$ cat src/rtl/execution_controller.sv
// Run/debug sequencer: debounces the board buttons and drives a registered,
// glitch-free processor clock-enable and reset from a six-state FSM.
module execution_controller #(
   parameter int N               = 24,
   parameter int DEBOUNCE_CYCLES = 4,
   parameter int RST_CYCLES      = 3
) (
   input  logic         clk,
   input  logic         rst,
   input  logic         pwr,
   input  logic         dbg,
   input  logic         stp,
   input  logic         halt_req,
   output logic         proc_en,
   output logic         proc_rst,
   output logic [2:0]   state,
   output logic [N-1:0] cycle_count,
   output logic         done
);
   localparam int DW = $clog2(DEBOUNCE_CYCLES + 1);
   localparam int RW = $clog2(RST_CYCLES + 1);
   localparam logic [DW-1:0] DB_LAST  = DW'(DEBOUNCE_CYCLES - 1);
   localparam logic [RW-1:0] RST_LAST = RW'(RST_CYCLES - 1);

   typedef enum logic [2:0] {
      S_OFF   = 3'd0,
      S_RESET = 3'd1,
      S_RUN   = 3'd2,
      S_DEBUG = 3'd3,
      S_STEP  = 3'd4,
      S_HALT  = 3'd5
   } state_t;

   // Button vectors are ordered {stp, dbg, pwr}.
   logic [2:0]    sync1_q, sync1_d, sync2_q, sync2_d;
   logic [2:0]    lvl_q, lvl_d, press_q, press_d;
   logic [DW-1:0] db_cnt_q [3];
   logic [DW-1:0] db_cnt_d [3];
   state_t        state_q, state_d;
   logic [RW-1:0] rst_cnt_q, rst_cnt_d;
   logic          proc_en_q, proc_en_d, proc_rst_q, proc_rst_d, done_q, done_d;
   logic [N-1:0]  count_q, count_d;
   logic          pwr_ev, dbg_ev, stp_ev;

   always_comb begin
      sync1_d = {stp, dbg, pwr};
      sync2_d = sync1_q;
      lvl_d   = lvl_q;
      press_d = 3'b000;
      for (int i = 0; i < 3; i++) begin
         db_cnt_d[i] = '0;
         if (sync2_q[i] != lvl_q[i]) begin
            if (db_cnt_q[i] == DB_LAST) begin
               lvl_d[i]   = sync2_q[i];
               press_d[i] = ~sync2_q[i];
            end else begin
               db_cnt_d[i] = db_cnt_q[i] + 1'b1;
            end
         end
      end
   end

   assign pwr_ev = press_q[0];
   assign dbg_ev = press_q[1];
   assign stp_ev = press_q[2];

   // Nested if/else chains encode the pwr > halt_req > dbg > stp priority.
   always_comb begin
      state_d   = state_q;
      rst_cnt_d = '0;
      case (state_q)
         S_OFF: if (pwr_ev) state_d = S_RESET;
         S_RESET: begin
            if (pwr_ev)                      state_d = S_RESET;
            else if (rst_cnt_q == RST_LAST)  state_d = S_RUN;
            else                             rst_cnt_d = rst_cnt_q + 1'b1;
         end
         S_RUN: begin
            if (pwr_ev)        state_d = S_RESET;
            else if (halt_req) state_d = S_HALT;
            else if (dbg_ev)   state_d = S_DEBUG;
         end
         S_DEBUG: begin
            if (pwr_ev)        state_d = S_RESET;
            else if (dbg_ev)   state_d = S_RUN;
            else if (stp_ev)   state_d = S_STEP;
         end
         S_STEP:  state_d = halt_req ? S_HALT : S_DEBUG;
         S_HALT:  if (pwr_ev) state_d = S_RESET;
         default: state_d = S_OFF;
      endcase

      proc_en_d  = (state_d == S_RUN) || (state_d == S_STEP);
      proc_rst_d = (state_d == S_OFF) || (state_d == S_RESET);
      done_d     = (state_d == S_HALT);

      count_d = count_q;
      if (state_d == S_RESET)
         count_d = '0;
      else if (proc_en_q && (count_q != {N{1'b1}}))
         count_d = count_q + 1'b1;
   end

   // Synchronizers and debounced levels idle at 1 (released) so reset exit
   // never looks like a press.
   always_ff @(posedge clk or negedge rst) begin
      if (!rst) begin
         sync1_q    <= 3'b111;
         sync2_q    <= 3'b111;
         lvl_q      <= 3'b111;
         press_q    <= 3'b000;
         for (int i = 0; i < 3; i++) db_cnt_q[i] <= '0;
         state_q    <= S_OFF;
         rst_cnt_q  <= '0;
         proc_en_q  <= 1'b0;
         proc_rst_q <= 1'b1;
         done_q     <= 1'b0;
         count_q    <= '0;
      end else begin
         sync1_q    <= sync1_d;
         sync2_q    <= sync2_d;
         lvl_q      <= lvl_d;
         press_q    <= press_d;
         for (int i = 0; i < 3; i++) db_cnt_q[i] <= db_cnt_d[i];
         state_q    <= state_d;
         rst_cnt_q  <= rst_cnt_d;
         proc_en_q  <= proc_en_d;
         proc_rst_q <= proc_rst_d;
         done_q     <= done_d;
         count_q    <= count_d;
      end
   end

   assign proc_en     = proc_en_q;
   assign proc_rst    = proc_rst_q;
   assign done        = done_q;
   assign state       = state_q;
   assign cycle_count = count_q;

endmodule
$ cat config.mk
export PLATFORM = sky130hd
export DESIGN_NAME = execution_controller
export DESIGN_NICKNAME = d
export VERILOG_FILES = /design/src/rtl/execution_controller.sv
export SDC_FILE = /design/constraint.sdc
export NUM_CORES = 1
export LEC_CHECK = 0
export ABC_AREA = 1
export BUFFER_PORTS_ARGS = -buffer_cell sky130_fd_sc_hd__buf_2
export CORE_AREA = 2 2 83 85
export DETAILED_ROUTE_END_ITERATION = 8
export DIE_AREA = 0 0 85 87
export PLACE_DENSITY = 0.67
export SLEW_MARGIN = 5
export SYNTH_ARGS = -nofsm -noshare
export SYNTH_HDL_FRONTEND = slang
export SYNTH_SLANG_ARGS = --single-unit
$ cat constraint.sdc
create_clock -name clk -period 1.7 [get_ports clk]
set_input_delay 0.17 -clock clk [delete_from_list [all_inputs] [get_ports clk]]
set_output_delay 0.17 -clock clk [all_outputs]
set_load 0.005 [all_outputs]
==> qor.yml, run 1 <==
cells_and_area:
  drive_above_1_share_pct: 24.8
  nets: 456
  fin_cells: 527
  final_cell_mix: "nand2_1, nor2_1, inv_1"
  n_antenna_cell: 0
  syn2layout_area_growth_pct: 21.7
  mostFrequentLayoutCell: "nand2_1"
timing:
  hold_viol: 0
  period_share_pct: 91.8
  slew_headroom_pct: 65.6
  period_minus_slack_ns: 1.56
  finalHoldWorstSlack_ns: 0.221
  finalSetupViolations: 0
  finalClockSkew_ns: 0.0140
  maxSlewViolCount: 0
  max_freq_mhz: 641
  worst_pin_slew_ns: 0.516
pwr:
  netSwitchingPower_w: 0.00141
  power.share.clock_pct: 19.6
  powerDensity_nw_per_um2: 1050
  internal_power_w: 0.00225
  ir_drop_v: 0.000677
  combinationalPowerShare_pct: 35.6
  power_leakage_nw: 1.82
  seqPwrFrac_pct: 44.7
  switching_share_pct: 38.5
clock_tree:
  path_clk_slew_ns: 0.10
  clk_path_buf_depth: 2
  clockRootBuffer: "clkbuf_8"
  clk_latency_ns: 0.31
  numCtsBuffers: 5
  htree_levels: 2
  tritoncts: "done"
  cts_sinks: 53
logic_synthesis:
  synth.distinct_cells: 29
  synth-seq-area-share_pct: 46.7
  synth-xor-area-share_pct: 2.44
  syn_area_um2: 2870
  synthAdderAreaFrac_pct: 1.75
  synthMuxAreaShare_pct: 0
  syn_avg_cell_area_um2: 7.51
  syn_inst: 382
  syn-num-nets: 392
  yosys.area_share.simple_pct: 37.4
  synth_top_family_by_area: "simple AND/OR/NAND/NOR gates"
  ys_seq_elements: 53
  synth_compound_area_share_pct: 2.62
  yosys_warnings: 0
die:
  die_area_um2: 7400
  dieHeight_um: 87
  num_io_pins: 36
  initial_core_util_pct: 43.7
  rows: 30
  core_um2: 6570
  dieWidth_um: 85
route:
  drcViolationCount: 0
  wl_per_cell_um: 12.1
  vias: 2622
  ant_nets: 0
  drtIter0Drc: 231
  firstDrtPassIters: 4
  routed_wirelength_mm: 6.40
  drt-vias-per-instance: 4.98
status:
  status: "finished clean"
hold_path:
  min_path_type: "primary input to flop"
critical_path:
  cp.required_ns: 1.91
  critPathBufInv: 2
  path_class: "flop to flop"
  cp_max_fo: 8
  cp_slowest_cell: "dfrtp_1"
  r2r_slack_ns: 0.14
  max_stage_delay_ns: 0.36
  cp_data_arrival_time_ns: 1.77
  critPathCaptureType: "flop"
  startpoint_type: "flop"
  critPathTopFamily: "simple AND/OR/NAND/NOR gates"
  cpMostUsedCell: "nand2_1"
  crit_chain: "ha_2 -> nand3_2 -> inv_2 -> nand2_2 -> nor2_4 -> nand2_4 -> buf_6 -> nand3b_1 -> nand2_1 -> nand2_1 -> nor2_1"
global_routing:
  grt_remaining_overflow: 0
  gr-usage-all-layers_pct: 18.0
  grt_pass1_wl_mm: 10.7
  grt_max_degree: 34
  antenna_found_initial: 0
  grt_pass1_vias: 2330
placed_design:
  port_buffers: 35
  place_inst: 512
  dpl.hpwl_mm: 4.80
  place_congestion: 0.892
flow_run:
  cap_violations: 0
[metrics by stage]
stage          worst slack (ns)  util, %  cell area [um^2]  TNS (ns)  total power [W]
5_1_grt                -0.00435     53.1              3490  -0.00659          0.00394
2_1_floorplan            0.0758        -              2870         0          0.00254
4_1_cts                  0.0435     51.7              3400         0          0.00362
6_report                  0.139     53.1              3490         0          0.00366
3_5_place_dp             0.0756     49.8              3270         0          0.00290
3_3_place_gp             0.0913     49.8              3270         0          0.00286
[routing by layer]
metal | up-vias | track usage, % | wire length, um
li1 | 1324 | - | -
met1 | 1231 | 25.6 | 3090
met2 | 57 | 27.5 | 2850
met3 | 10 | 3.98 | 361
met4 | 0 | 6.06 | 106
met5 | - | 0 | 0
[registers in the layout (all words and copies together), names as in the netlist]
name / cells
done: 1
press_q: 3
sync1_q: 3
sync2_q: 3
proc_en: 1
db_cnt_q: 9
rst_cnt_q: 2
lvl_q: 3
cycle_count: 24
state: 3
proc_rst: 1
[layout make-up]
| class | instances | area, um^2 |
|---|---|---|
| fill | 618 | 3080 |
| sequential | 53 | 1350 |
| multi-input combinational | 266 | 1320 |
| timing repair buffer | 64 | 427 |
| inverter | 56 | 210 |
| tap | 80 | 100 |
| clock buffer | 6 | 72.6 |
| clock inverter | 2 | 13.8 |
[cells in the mapped netlist (all sizes together)]
master	n	area, um^2
dfrtp	43	1080
ha	4	50.1
nor3	11	55.1
a31oi	3	18.8
nor2	64	260
o21bai	1	7.51
nand3b	3	22.5
nand2	107	414
xnor2	4	35.0
inv	56	210
clkbuf	1	3.75
nor3b	4	30.0
nand4	8	50.1
a21boi	1	18.8
buf	6	47.5
a21oi	2	10.0
o21ai	4	20.0
nand3	46	240
xor2	4	35.0
dfstp	10	263
[what timing repair did]
action / 4_1_cts / 5_1_grt
hold buffers: 4 / 0
resized for setup: 0 / 26
endpoints found under the hold margin: 19 / 0
setup buffers: 0 / 3
setup endpoints to repair: 0 / 24
[kinds of logic after synthesis]
| logic type | count (synthesis) |
|---|---|
| DFF | 53 |
| xor gates and xnor gates | 8 |
| and+or+nand+nor | 243 |
| buffers and inverters | 63 |
| AOI/OAI and AO/OA | 11 |
| adders and majority gates | 4 |
[worst reg2reg max path, delay by kind of cell, from the launching register on]
| family | cells | cell delay [ns] |
|---|---|---|
| and+or+nand+nor | 8 | 0.67 |
| DFF | 1 | 0.36 |
| adders and majority gates | 1 | 0.19 |
| buffers and inverters | 2 | 0.24 |
[final timing paths]
| kind | start | cells after the start | endpoint |
|---|---|---|---|
| setup / recovery | cycle_count[0] | 11 | cycle_count[9] |
| hold / removal | halt_req | 3 | state[0] |
| setup reg to reg | cycle_count[0] | 11 | cycle_count[9] |
| hold reg to reg | sync1_q[2] | 0 | sync2_q[2] |
| max in group asynchronous | rst | 3 | proc_rst |
| min in group asynchronous | rst | 2 | cycle_count[12] |
[power by group through the flow]
stage / logic [W] / registers [W] / clock network, W
2_1_floorplan: 0.000918 / 0.00162 / 0
3_3_place_gp: 0.00123 / 0.00164 / 0
3_5_place_dp: 0.00125 / 0.00164 / 0
4_1_cts: 0.00126 / 0.00162 / 0.000739
5_1_grt: 0.00147 / 0.00167 / 0.000801
6_report: 0.00130 / 0.00163 / 0.000718
Note: power is estimated with default switching activity, not from simulation.
==> inputs of run 2 (changes only) <==
--- a/config.mk
+++ b/config.mk
@@ -5,11 +5,10 @@
 export SDC_FILE = /design/constraint.sdc
 export NUM_CORES = 1
 export LEC_CHECK = 0
-export ABC_AREA = 1
 export BUFFER_PORTS_ARGS = -buffer_cell sky130_fd_sc_hd__buf_2
-export CORE_AREA = 2 2 83 85
+export CORE_AREA = 2 2 78 80
 export DETAILED_ROUTE_END_ITERATION = 8
-export DIE_AREA = 0 0 85 87
+export DIE_AREA = 0 0 80 82
 export PLACE_DENSITY = 0.67
 export SLEW_MARGIN = 5
 export SYNTH_ARGS = -nofsm -noshare
==> run 2 against run 1 <==
The flow now finishes with violations (setup timing). Worst setup slack worse by 0.21 ns. Largest cell class unchanged. Combinational power is 18% lower. Die area shrank 11%. Critical path depth decreased by 6. Sequential share of layout area grew 0.65 points. Via count down 19%.
==> qor.yml, run 2 <==
critical_path:
  cp_data_arrival_time_ns: 1.97  # +0.20 ns
  startpoint_type: "flop"
  cp_max_fo: 5  # -3
  path_class: "flop to flop"
  cp.required_ns: 1.90  # about the same
  critPathCaptureType: "flop"
global_routing:
  grt_pass1_vias: 1960  # -16%
  antenna_found_initial: 0  # unchanged
  grt_remaining_overflow: 0  # unchanged
  gr-usage-all-layers_pct: 18.3  # +0.26 points
  grt_pass1_wl_mm: 9.30  # -13%
  grt_max_degree: 54  # +59%
route:
  ant_nets: 0  # unchanged
  drt-vias-per-instance: 5.26  # +5.7%
  firstDrtPassIters: 4  # unchanged
  drtIter0Drc: 106  # -54%
  wl_per_cell_um: 14.5  # +19%
  drcViolationCount: 0  # unchanged
  vias: 2120  # -19%
  routed_wirelength_mm: 5.83  # -8.9%
clock_tree:
  htree_levels: 2  # unchanged
  numCtsBuffers: 5  # unchanged
  clk_latency_ns: 0.30  # about the same
  clk_path_buf_depth: 2  # unchanged
  tritoncts: "done"
  cts_sinks: 53  # unchanged
  path_clk_slew_ns: 0.10  # about the same
  clockRootBuffer: "clkbuf_8"
timing:
  rsz0062_at_grt: "true"
  maxSlewViolCount: 0  # unchanged
  finalClockSkew_ns: 0.00695  # -0.00709 ns
  worst_pin_slew_ns: 0.555  # +0.0390 ns
  finalSetupTns_ns: -0.335  # -0.335 ns
  max_freq_mhz: 566  # -12%
  slew_headroom_pct: 62.9  # -2.7 points
  worst_slack_ns: -0.0662  # -0.205 ns
  hold_viol: 0  # unchanged
  period_share_pct: 104  # +12 points
  period_minus_slack_ns: 1.77  # +0.205 ns
  finalSetupViolations: 9  # +9
cells_and_area:
  final_cell_mix: "buf_4, dfrtp_1, buf_2"
  mostFrequentLayoutCell: "buf_4"
  fin_cells: 403  # -24%
  fin_area_um2: 3420  # -2.1%
  final-seq-area_um2: 1340  # -0.47%
  nets: 337  # -26%
  multi_input_area_um2: 1250  # -5.2%
  nFillCells: 481  # -22%
  largest_register_ff_count: 24  # unchanged
  syn2layout_area_growth_pct: 38.3
  drive_above_1_share_pct: 40.5  # +16 points
  n_antenna_cell: 0  # unchanged
die:
  dieHeight_um: 82  # -5.7%
  die_area_um2: 6560  # -11%
  dieWidth_um: 80  # -5.9%
  initial_core_util_pct: 43.0  # -0.65 points
  rows: 28  # -6.7%
  core_um2: 5750  # -13%
  num_io_pins: 36  # unchanged
logic_synthesis:
  synth_top_area_share_pct: 43.5  # +6.0 points
  syn_avg_cell_area_um2: 10.5  # +39%
  ys_seq_elements: 53  # unchanged
  synth_flop_cell: "dfrtp_1"
  syn-num-nets: 246  # -37%
  synth-seq-area-share_pct: 54.2  # +7.5 points
  synthTopCellsByArea: "dfrtp_1, dfstp_2, xnor2_1"
  async_flop_share_pct: 100  # unchanged
  synth_edf_count: 0  # unchanged
  yosysMostFrequentCell: "dfrtp_1"
  synth.distinct_cells: 43  # +48%
  yosys.area.top_type: "dfrtp_1"
  syn_area_um2: 2470  # -14%
  synth_common_cells: "dfrtp_1, nor2_1, nand2_1, nand3_1, xnor2_1"
  syn_inst: 236  # -38%
  yosys_warnings: 0  # unchanged
placed_design:
  place_congestion: 0.807  # -9.4%
  postPlaceCellArea_um2: 3020  # -7.7%
  dpl.hpwl_mm: 3.91  # -19%
  place_inst: 380  # -26%
  port_buffers: 35  # unchanged
status:
  status: "finished, violations left"
  failed_checks: "setup timing"
pwr:
  p_total_w: 0.00358  # -2.0%
  ir_drop_v: 0.000450  # -33%
  power_leakage_nw: 1.57  # -14%
  powerDensity_nw_per_um2: 1050  # +0.12%
hold_path:
  min_path_type: "primary input to flop"
flow_run:
  cap_violations: 0  # unchanged
run 2: cell types whose count changed after synthesis, sizes merged, moves of 6 or more:
| cell | change |
|---|---|
| buf | -6 |
| nor2b | +9 |
| o21ai | +9 |
| xnor2 | +7 |
| inv | -50 |
| a21oi | +7 |
| nand2 | -91 |
| nor2 | -40 |
| nand3 | -34 |
run 2: cell type report:
type	instances	share of cell area, %
well taps	75	2.75
clock inverters	1	0.879
flip-flops and latches	53	39.2
multi-input cells	174	36.7
clock buffers	7	2.53
repair buffers	87	17.3
inverters	6	0.659
run 2: critical path, cell delays in order, from the launching register on:
cell and delay (ns):
dfrtp_1 0.36, nand4_1 0.21, or4_4 0.62, o21ai_0 0.24
xor2_1 0.18, nor2_1 0.06
run 2: final timing paths:
path	start	end	slack, ns	cells after the start
min in group asynchronous	rst	cycle_count[12]	0.38	3
max	cycle_count[18]	cycle_count[5]	-0.07	5
max reg2reg	cycle_count[18]	cycle_count[5]	-0.07	5
min	halt_req	state[1]	0.33	4
min reg2reg	sync1_q[2]	sync2_q[2]	0.36	0
max in group asynchronous	rst	sync1_q[1]	1.02	3
run 2: repair_timing:
item / in CTS / in global routing
pin swaps: 3 / 7
hold endpoints to repair: 46 / 0
gates resized for setup: 7 / 27
hold buffers: 4 / 0
setup buffers: 4 / 9
endpoints found under the setup margin: 12 / 23
run 2: kinds of logic (layout without fill, tap and decap cells):
| logic type | count (synthesis) | count (layout) | share of synthesized area [%] |
|---|---|---|---|
| buffers and inverters | 9 | 101 | 1.37 |
| flip-flops | 53 | 53 | 54.2 |
| XOR/XNOR | 17 | 17 | 6.03 |
| AND/OR/NAND/NOR | 110 | 110 | 24.9 |
| AO/OA/AOI/OAI | 39 | 39 | 9.72 |
| adder cells (fa/ha/maj) | 4 | 4 | 2.03 |
| multiplexers | 4 | 4 | 1.77 |
run 2: per-stage QoR:
step	util (%)	hold WS [ns]	worst slack (ns)
2_1_floorplan	-	-0.126	0.0181
3_3_place_gp	52.5	0.182	-0.0496
3_5_place_dp	52.5	0.183	-0.0436
4_1_cts	56.6	0.316	-0.0220
5_1_grt	59.5	0.343	-0.152
6_report	59.5	0.327	-0.0662
run 2: power by group:
group          leakage, nW  switching (W)  internal, W  total [W]
clock network       0.0585       0.000408     0.000481   0.000889
registers            0.690       0.000131      0.00150    0.00163
logic                0.823       0.000581     0.000485    0.00107
total                 1.57        0.00112      0.00246    0.00358
run 2: layer usage:
layer | wire (um) | global-route usage [%]
met4 | 71 | 5.76
met2 | 2810 | 28.7
met5 | 0 | 0
met1 | 2750 | 26.0
met3 | 195 | 3.08
==> inputs of run 3 (changes only) <==
--- a/config.mk
+++ b/config.mk
@@ -9,7 +9,7 @@
 export CORE_AREA = 2 2 78 80
 export DETAILED_ROUTE_END_ITERATION = 8
 export DIE_AREA = 0 0 80 82
-export PLACE_DENSITY = 0.67
+export PLACE_DENSITY = 0.64
 export SLEW_MARGIN = 5
 export SYNTH_ARGS = -nofsm -noshare
 export SYNTH_HDL_FRONTEND = slang
==> constraint.sdc (replaced) <==
create_clock -name clk -period 2.15 [get_ports clk]
set_input_delay 0.215 -clock clk [delete_from_list [all_inputs] [get_ports clk]]
set_output_delay 0.215 -clock clk [all_outputs]
set_load 0.005 [all_outputs]
==> run 3 against run 2 <==
The run ends with hold timing left. Wire length shrank 16%. Via count shrank 8.7%. First-iteration DRC count is 0.94% higher. Count of clock-buffer cells in the layout decreased by 2. Core utilization decreased by 9.0 points. Global-route usage down 1.8 points. Critical path depth is the same. Sequential share of layout area up 7.0 points. Register-to-register slack improved by 0.29 ns. Worst setup slack improved by 0.29 ns. Largest cell class unchanged. Largest power group unchanged.
==> qor.yml, run 3 (synthesis results as in run 2) <==
status:
  status: "finished, violations left"
  failed_checks: "hold timing"
pwr:
  internal_power_w: 0.00174  # -29%
  combinationalPowerShare_pct: 27.4  # -2.3 points
  switching_share_pct: 34.0  # +2.7 points
  power_leakage_nw: 1.31  # -16%
  netSwitchingPower_w: 0.000898  # -20%
  ir_drop_v: 0.000433  # -3.9%
  seqPwrFrac_pct: 49.6  # +4.1 points
  powerDensity_nw_per_um2: 911  # -13%
  power.share.clock_pct: 23.0  # -1.8 points
route:
  routed_wirelength_mm: 4.92  # -16%
  drtIter0Drc: 107  # +0.94%
  firstDrtPassIters: 4  # unchanged
  drcViolationCount: 0  # unchanged
  ant_nets: 0  # unchanged
  wl_per_cell_um: 13.7  # -5.6%
  drt-vias-per-instance: 5.38  # +2.2%
  vias: 1936  # -8.7%
global_routing:
  antenna_found_initial: 0  # unchanged
  grt_pass1_vias: 1812  # -7.6%
  grt_max_degree: 54  # unchanged
  gr-usage-all-layers_pct: 16.5  # -1.8 points
  grt_remaining_overflow: 0  # unchanged
  grt_pass1_wl_mm: 8.47  # -8.9%
flow_run:
  cap_violations: 0  # unchanged
clock_tree:
  post_cts_buffers: 0  # -4
  clk_path_buf_depth: 2  # unchanged
  cts_sinks: 53  # unchanged
  clk_latency_ns: 0.32  # +0.02 ns
  cts_hold_buffers: 3  # -1
  clockRootBuffer: "clkbuf_8"
  tritoncts: "done"
  numCtsBuffers: 5  # unchanged
  cts_resized: 0  # -7
  path_clk_slew_ns: 0.10  # about the same
  htree_levels: 2  # unchanged
die:
  dieWidth_um: 80  # unchanged
  rows: 28  # unchanged
  initial_core_util_pct: 43.0  # unchanged
  num_io_pins: 36  # unchanged
  die_area_um2: 6560  # unchanged
  core_um2: 5750  # unchanged
  dieHeight_um: 82  # unchanged
hold_path:
  min_path_type: "primary input to asynchronous set/reset pin"
timing:
  maxSlewViolCount: 0  # unchanged
  slew_headroom_pct: 56.2  # -6.7 points
  finalHoldWorstSlack_ns: -0.0151  # -0.342 ns
  worst_pin_slew_ns: 0.657  # +0.102 ns
  period_share_pct: 89.5  # -14 points
  hold_viol: 5  # +5
  rsz0062_at_grt: "false"
  finalSetupViolations: 0  # -9
  period_minus_slack_ns: 1.92  # +0.158 ns
  max_freq_mhz: 520  # -8.2%
  finalSetupTns_ns: 0  # +0.335 ns
  finalClockSkew_ns: 0.00872  # +0.00178 ns
cells_and_area:
  n_antenna_cell: 0  # unchanged
  largest_register_ff_count: 24  # unchanged
  drive_above_1_share_pct: 23.9  # -17 points
  nets: 294  # -13%
  syn2layout_area_growth_pct: 17.3
  final_cell_mix: "dfrtp_1, buf_2, nor2_1"
  fin_cells: 360  # -11%
  mostFrequentLayoutCell: "dfrtp_1"
critical_path:
  cp_max_fo: 8  # +3
  cp_data_arrival_time_ns: 2.14  # +0.17 ns
  max_stage_delay_ns: 0.56  # -0.06 ns
  r2r_slack_ns: 0.23  # +0.29 ns
  startpoint_type: "flop"
  path_class: "flop to flop"
  cp_slowest_cell: "o41ai_1"
  cp.required_ns: 2.36  # +0.46 ns
  critPathBufInv: 0  # unchanged
  critPathTopFamily: "simple AND/OR/NAND/NOR gates"
  critPathCaptureType: "flop"
  crit_chain: "and4_1 -> nand3_1 -> o41ai_1 -> xor2_1 -> nor2_1"
placed_design:
  place_inst: 349  # -8.2%
  dpl.hpwl_mm: 3.59  # -8.1%
  port_buffers: 35  # unchanged
  place_congestion: 0.858  # +6.2%
-- run 3: cell count changes in the layout (fill, tap and decap cells not counted), sizes merged --
cell | previous run | this run
bufinv | 1 | 0
dlygate4sd3 | 4 | 3
inv | 6 | 9
buf | 83 | 41
clkbuf | 7 | 5
-- run 3: power by group through the flow --
stage / Sequential (W) / Clock [W] / Combinational (W)
final: 0.00131 / 0.000608 / 0.000723
after global routing: 0.00134 / 0.000665 / 0.000825
after CTS: 0.00131 / 0.000631 / 0.000738
after global placement: 0.00132 / 0 / 0.000718
after detailed placement: 0.00133 / 0 / 0.000728
after floorplan: 0.00131 / 0 / 0.000459
-- run 3: final timing paths --
path                                     start              end  cells past startpoint
max in group asynchronous                  rst         state[0]                      2
worst min register to register      sync1_q[2]       sync2_q[2]                      0
min in group clk                    sync1_q[2]       sync2_q[2]                      0
worst min-delay path                       rst  cycle_count[11]                      2
worst max-delay path            cycle_count[2]   cycle_count[6]                      5
worst max register to register  cycle_count[2]   cycle_count[6]                      5
-- run 3: metrics by stage --
stage | setup slack, ns | cell area (um^2) | util [%] | hold WS (ns) | power, W
2_1_floorplan | 0.468 | 2470 | - | -0.0806 | 0.00177
3_5_place_dp | 0.275 | 2770 | 48.3 | 0.321 | 0.00206
5_1_grt | 0.131 | 2900 | 50.5 | 0.0681 | 0.00283
4_1_cts | 0.244 | 2900 | 50.5 | 0.0301 | 0.00268
6_report | 0.226 | 2900 | 50.5 | -0.0151 | 0.00264
3_3_place_gp | 0.297 | 2770 | 48.3 | 0.321 | 0.00204
-- run 3: area by class of cell --
cell class	instances	area [um^2]
Fill cell	556	2850
Sequential cell	53	1340
Multi-Input combinational cell	174	1100
Timing Repair Buffer	44	250
Tap cell	75	93.8
Clock buffer	5	68.8
Clock inverter	3	26.3
Inverter	6	22.5
-- run 3: worst reg2reg max path: cells and delay by family (launching register included) --
| kind | cells | cell delay [ns] |
|---|---|---|
| compound gates | 1 | 0.57 |
| simple gates | 3 | 0.62 |
| flops | 1 | 0.47 |
| xor+xnor | 1 | 0.18 |
-- run 3: routing by layer --
metal / vias to the layer above / global-route usage, % / routed length, um
met3: 6 / 4.18 / 205
met1: 944 / 22.7 / 2420
met2: 36 / 25.6 / 2220
li1: 950 / - / -
met4: 0 / 5.76 / 74
met5: - / 0 / 0
